$ cat src/rtl/multicycle_control_fsm.sv
// Multicycle control sequencer for an RV32I-subset datapath (add/sub/and/or/addi/lw/sw/beq).
// Waits on memory with a bounded timeout, traps unsupported opcodes and counts retired instructions.
//
// state    | meaning
// FETCH    | read instruction at PC, write IR and PC+4 on mem_ready
// DECODE   | select the execute path from the opcode
// EXEC_R   | rs1 op rs2, ALU control decodes funct fields
// EXEC_I   | rs1 + imm
// MEM_ADDR | rs1 + imm as the load/store address
// MEM_RD   | data read at ALUOut
// MEM_WR   | data write at ALUOut, retires on mem_ready
// WB_MEM   | write MDR to rd, retires
// WB_ALU   | write ALUOut to rd, retires
// BRANCH   | compare rs1/rs2, load branch target when zero, retires
// TRAP     | pulse illegal or timeout, then refetch
module multicycle_control_fsm #(
    parameter int MEM_TIMEOUT = 15,
    parameter int CNT_W       = 32
) (
    input  logic             clk,
    input  logic             rst_n,
    input  logic [6:0]       opcode,
    input  logic             zero,
    input  logic             mem_ready,
    output logic             mem_req,
    output logic             mem_we,
    output logic             iord,
    output logic             ir_write,
    output logic             pc_write,
    output logic             pc_src,
    output logic             alu_src_a,
    output logic [1:0]       alu_src_b,
    output logic [1:0]       alu_op,
    output logic             reg_write,
    output logic             mem_to_reg,
    output logic             illegal,
    output logic             timeout,
    output logic [3:0]       state,
    output logic [CNT_W-1:0] instret
);

    typedef enum logic [3:0] {
        S_FETCH    = 4'd0,
        S_DECODE   = 4'd1,
        S_EXEC_R   = 4'd2,
        S_EXEC_I   = 4'd3,
        S_MEM_ADDR = 4'd4,
        S_MEM_RD   = 4'd5,
        S_MEM_WR   = 4'd6,
        S_WB_MEM   = 4'd7,
        S_WB_ALU   = 4'd8,
        S_BRANCH   = 4'd9,
        S_TRAP     = 4'd10
    } state_e;

    localparam logic [6:0] OP_R   = 7'b0110011;
    localparam logic [6:0] OP_I   = 7'b0010011;
    localparam logic [6:0] OP_LW  = 7'b0000011;
    localparam logic [6:0] OP_SW  = 7'b0100011;
    localparam logic [6:0] OP_BEQ = 7'b1100011;

    // The trap fires on the wait cycle that would bring the count to MEM_TIMEOUT.
    localparam logic [7:0] WAIT_LAST = 8'(MEM_TIMEOUT - 1);

    state_e           state_q, state_d;
    logic [7:0]       wait_cnt_q, wait_cnt_d;
    logic             timeout_flag_q, timeout_flag_d;
    logic [CNT_W-1:0] instret_q, instret_d;

    logic mem_wait;
    logic expired;
    logic retire;

    assign mem_wait = (state_q == S_FETCH) || (state_q == S_MEM_RD) || (state_q == S_MEM_WR);
    assign expired  = mem_wait && !mem_ready && (wait_cnt_q == WAIT_LAST);

    always_ff @(posedge clk) begin
        if (!rst_n) begin
            state_q        <= S_FETCH;
            wait_cnt_q     <= '0;
            timeout_flag_q <= 1'b0;
            instret_q      <= '0;
        end else begin
            state_q        <= state_d;
            wait_cnt_q     <= wait_cnt_d;
            timeout_flag_q <= timeout_flag_d;
            instret_q      <= instret_d;
        end
    end

    always_comb begin
        state_d        = state_q;
        timeout_flag_d = 1'b0;
        case (state_q)
            S_FETCH: begin
                if (mem_ready) begin
                    state_d = S_DECODE;
                end else if (expired) begin
                    state_d        = S_TRAP;
                    timeout_flag_d = 1'b1;
                end
            end
            S_DECODE: begin
                case (opcode)
                    OP_R:         state_d = S_EXEC_R;
                    OP_I:         state_d = S_EXEC_I;
                    OP_LW, OP_SW: state_d = S_MEM_ADDR;
                    OP_BEQ:       state_d = S_BRANCH;
                    default:      state_d = S_TRAP;
                endcase
            end
            S_EXEC_R:   state_d = S_WB_ALU;
            S_EXEC_I:   state_d = S_WB_ALU;
            S_MEM_ADDR: state_d = (opcode == OP_LW) ? S_MEM_RD : S_MEM_WR;
            S_MEM_RD: begin
                if (mem_ready) begin
                    state_d = S_WB_MEM;
                end else if (expired) begin
                    state_d        = S_TRAP;
                    timeout_flag_d = 1'b1;
                end
            end
            S_MEM_WR: begin
                if (mem_ready) begin
                    state_d = S_FETCH;
                end else if (expired) begin
                    state_d        = S_TRAP;
                    timeout_flag_d = 1'b1;
                end
            end
            S_WB_MEM:   state_d = S_FETCH;
            S_WB_ALU:   state_d = S_FETCH;
            S_BRANCH:   state_d = S_FETCH;
            S_TRAP:     state_d = S_FETCH;
            default:    state_d = S_FETCH;
        endcase
    end

    always_comb begin
        wait_cnt_d = wait_cnt_q;
        if (state_d != state_q) begin
            wait_cnt_d = '0;
        end else if (mem_wait && !mem_ready) begin
            wait_cnt_d = wait_cnt_q + 8'd1;
        end
    end

    assign retire = (state_d == S_FETCH) &&
                    ((state_q == S_MEM_WR) || (state_q == S_WB_MEM) ||
                     (state_q == S_WB_ALU) || (state_q == S_BRANCH));

    always_comb begin
        instret_d = instret_q;
        if (retire) begin
            instret_d = instret_q + CNT_W'(1);
        end
    end

    always_comb begin
        mem_req    = 1'b0;
        mem_we     = 1'b0;
        iord       = 1'b0;
        ir_write   = 1'b0;
        pc_write   = 1'b0;
        pc_src     = 1'b0;
        alu_src_a  = 1'b0;
        alu_src_b  = 2'b00;
        alu_op     = 2'b00;
        reg_write  = 1'b0;
        mem_to_reg = 1'b0;
        illegal    = 1'b0;
        timeout    = 1'b0;
        case (state_q)
            S_FETCH: begin
                mem_req   = 1'b1;
                alu_src_b = 2'b01;
                ir_write  = mem_ready;
                pc_write  = mem_ready;
            end
            S_EXEC_R: begin
                alu_src_a = 1'b1;
                alu_op    = 2'b10;
            end
            S_EXEC_I, S_MEM_ADDR: begin
                alu_src_a = 1'b1;
                alu_src_b = 2'b10;
            end
            S_MEM_RD: begin
                mem_req = 1'b1;
                iord    = 1'b1;
            end
            S_MEM_WR: begin
                mem_req = 1'b1;
                mem_we  = 1'b1;
                iord    = 1'b1;
            end
            S_WB_MEM: begin
                reg_write  = 1'b1;
                mem_to_reg = 1'b1;
            end
            S_WB_ALU: begin
                reg_write = 1'b1;
            end
            S_BRANCH: begin
                alu_src_a = 1'b1;
                alu_op    = 2'b01;
                pc_src    = 1'b1;
                pc_write  = zero;
            end
            S_TRAP: begin
                illegal = !timeout_flag_q;
                timeout = timeout_flag_q;
            end
            default: begin
            end
        endcase
    end

    assign state   = state_q;
    assign instret = instret_q;

endmodule

$ cat config.mk
export PLATFORM = sky130hd
export DESIGN_NAME = multicycle_control_fsm
export DESIGN_NICKNAME = d
export VERILOG_FILES = /design/src/rtl/multicycle_control_fsm.sv
export SDC_FILE = /design/constraint.sdc
export NUM_CORES = 1
export LEC_CHECK = 0
export CAP_MARGIN = 40
export CORE_ASPECT_RATIO = 0.5
export CORE_MARGIN = 2
export CORE_UTILIZATION = 45
export CTS_CLUSTER_DIAMETER = 200
export CTS_CLUSTER_SIZE = 16
export DETAILED_ROUTE_END_ITERATION = 8
export HOLD_SLACK_MARGIN = 0.02
export PLACE_DENSITY = 0.76
export SYNTH_ARGS = -nofsm -noshare
export SYNTH_HDL_FRONTEND = slang
export SYNTH_SLANG_ARGS = --single-unit
$ cat constraint.sdc
create_clock -name clk -period 4.1 [get_ports clk]
set_clock_uncertainty 0.2 [all_clocks]
set_input_delay 0.615 -clock clk [delete_from_list [all_inputs] [get_ports clk]]
set_output_delay 0.615 -clock clk [all_outputs]
set_load 0.05 [all_outputs]
==> flow_summary.toml <==
[worst_setup_path]
critPathLaunchType = "flop"
rr_startpoint = "state[1]"
cpMaxStageDelayCell = "clkdlybuf4s50_1"
worstPathArrival_ps = 2690
r2r_end = "instret[29]"
worst-path-buf-inv = 2
reg2reg_depth = 6
crit_type = "flop to output port"
cp.required_ps = 3280
critical_path.endpoint_type = "output port"
critPathMaxStageDelay_ps = 820
crit_family = "buffers and inverters"
critPathMaxFanout = 15
reg2reg_slack_ps = 1160
crit_chain = "clkinv_1 > or3_1 > a21oi_1 > clkdlybuf4s50_1"

[min_path]
min_to = "instret[31]"
hp-start = "instret[31]"
hold_depth = 2
hold_class = "flop to flop"

[clock_network]
clk_latency_ps = 290
clk_pin_slew_ps = 80
clock_path_buffers = 2
h-tree-depth = 2
cts-resized-gates = 0
cts_setup_buffers = 0
hold_buffers = 0
clkSinkCount = 45
cts_tree = "built"
cts_buffers = 5
clock-root-buffer = "clkbuf_8"

[final_layout]
nets = 376
drive_gt1_share_pct = 6.08
layout_common_cells = "clkdlybuf4s50_1 (61), dfxtp_1 (45), nand2_1 (26), nor2_1 (26), a21oi_1 (24)"
instances_no_fill = 435
synthToLayoutAreaGrowth_pct = 30.0
nFillCells = 480
final_common_cell = "clkdlybuf4s50_1"
fin_area_sq_um = 3240
antenna_cells = 0
fin_util_pct = 59.8

[die]
core_area_sq_um = 5420
die_area_sq_um = 6190
die_w_microns = 109
die_h_microns = 56.6
rows = 19
io_pins = 62
start_util_pct = 46.0

[outcome]
status = "complete, no violations"

[detailed_routing]
via_per_inst = 5.63
postRouteAntennaNets = 0
drt_iter0_drc = 144
avgRoutedWirePerCell_microns = 13.5
route.detailed.drc = 0
first_pass_iters = 4
vias = 2450
wirelength_microns = 5860

[global_route]
grt_start_max_net_pins = 34
grt_pass1_vias = 2155
grt_use_total_pct = 19.5
antenna_found_initial = 0
grt_overflow = 0
grt_pass1_wl_microns = 9750

[sta]
setup_viol = 0
fin_crit_sh_pct = 85.4
relSlewSlack_pct = 51.4
max_freq_mhz = 286
rsz0062_at_grt = "no"
worstMarginPinSlew_ps = 728
setup_ws_ps = 598
drv_slew = 0
min_period_ps = 3500
hold_violations = 0
setup-tns-final_ps = 0

[power]
powerDensity_nw_per_um2 = 267
peakVddDrop_mv = 0.158
leakage_nw = 1.00

[place]
gp_congestion = 0.925
dp.cells = 428
dp_slack_ps = 908
dp_hpwl_microns = 4200
port-buffer-count = 61
placement.cell_area_sq_um = 3150

[logic_synthesis]
syn_area_per_cell_sq_um = 8.12
synthesis.nets = 321
async_reset_ff_share_pct = 0
yosysUniqueCellTypes = 54
ys_warn_count = 0
synth_edf_count = 0
syn-instance-count = 307
synthFlopType = "dfxtp_1"
ys_ff_latch = 45
synthesis.area_sq_um = 2490
ys_seq_area_share_pct = 36.1

[job]
maxCapViolCount = 0
-- metal layers --
layer / up-vias / GRT usage [%] / routed length, microns
met2: 50 / 33.7 / 2810
met5: - / 0 / 0
met3: 4 / 4.07 / 241
met1: 1148 / 25.0 / 2790
li1: 1248 / - / -
met4: 0 / 4.52 / 25
-- cells by family (layout without fill, tap and decap cells) --
group	after synthesis	after routing	share of synthesized area (%)
buffers and inverters	27	82	4.31
AND/OR/NAND/NOR	147	147	33.3
flip-flops	45	45	36.1
AO/OA/AOI/OAI	65	65	17.6
multiplexers	2	2	0.803
adder cells (fa/ha/maj)	3	3	1.51
XOR/XNOR	18	18	6.32
-- worst max-delay path by stage --
stage                   start      endpoint  depth (start not counted)
global route         state[0]  alu_src_b[1]                          4
finish               state[0]  alu_src_b[1]                          4
floorplan            state[0]      pc_write                          4
global placement     state[0]  alu_src_b[1]                          4
CTS                  state[0]  alu_src_b[1]                          4
detailed placement  mem_ready   instret[29]                          7
-- per-stage QoR --
stage | hold slack (ps) | total power, mW
final | 282 | 0.867
after global routing | 314 | 0.901
after CTS | 282 | 0.876
after detailed placement | 271 | 0.596
after global placement | 257 | 0.594
after floorplan | 307 | 0.550
-- flip-flops by register name, indices dropped and copies added, names as in the netlist --
signal          flops
instret            32
wait_cnt_q          8
state               4
timeout_flag_q      1
-- final cells by class --
class                   instances  area, sq um  area share [%]
multi-input cells             235         1490            45.8
flip-flops and latches         45          901            27.8
repair buffers                 64          633            19.5
well taps                      73         91.3            2.82
clock buffers                   6         82.6            2.55
inverters                      11         41.3            1.27
clock inverters                 1         7.51           0.232
-- cell usage after synthesis (all sizes together) (9+ instances only) --
master	n	area share (%)
nand3	12	2.6
o31ai	14	4.4
xnor2	10	3.5
clkbuf	10	1.5
nand2	26	3.9
nor2	26	3.9
a21oi	24	4.8
nor3	17	3.4
dfxtp	45	36
inv	9	1.4
nand4	10	2.5
or4	16	4.8
-- power breakdown --
part / switching, mW / internal [mW] / total, mW
Sequential: 0.0111 / 0.441 / 0.452
Combinational: 0.0857 / 0.0488 / 0.134
Clock: 0.147 / 0.133 / 0.280
-- tightest hold or removal path: cells and delay by family, from the launching register on --
family           cells  cell delay [ps]
DFF                  1              330
muxes                1               50
and+or+nand+nor      1               50
No activity file was read; power rests on OpenSTA's default activity.
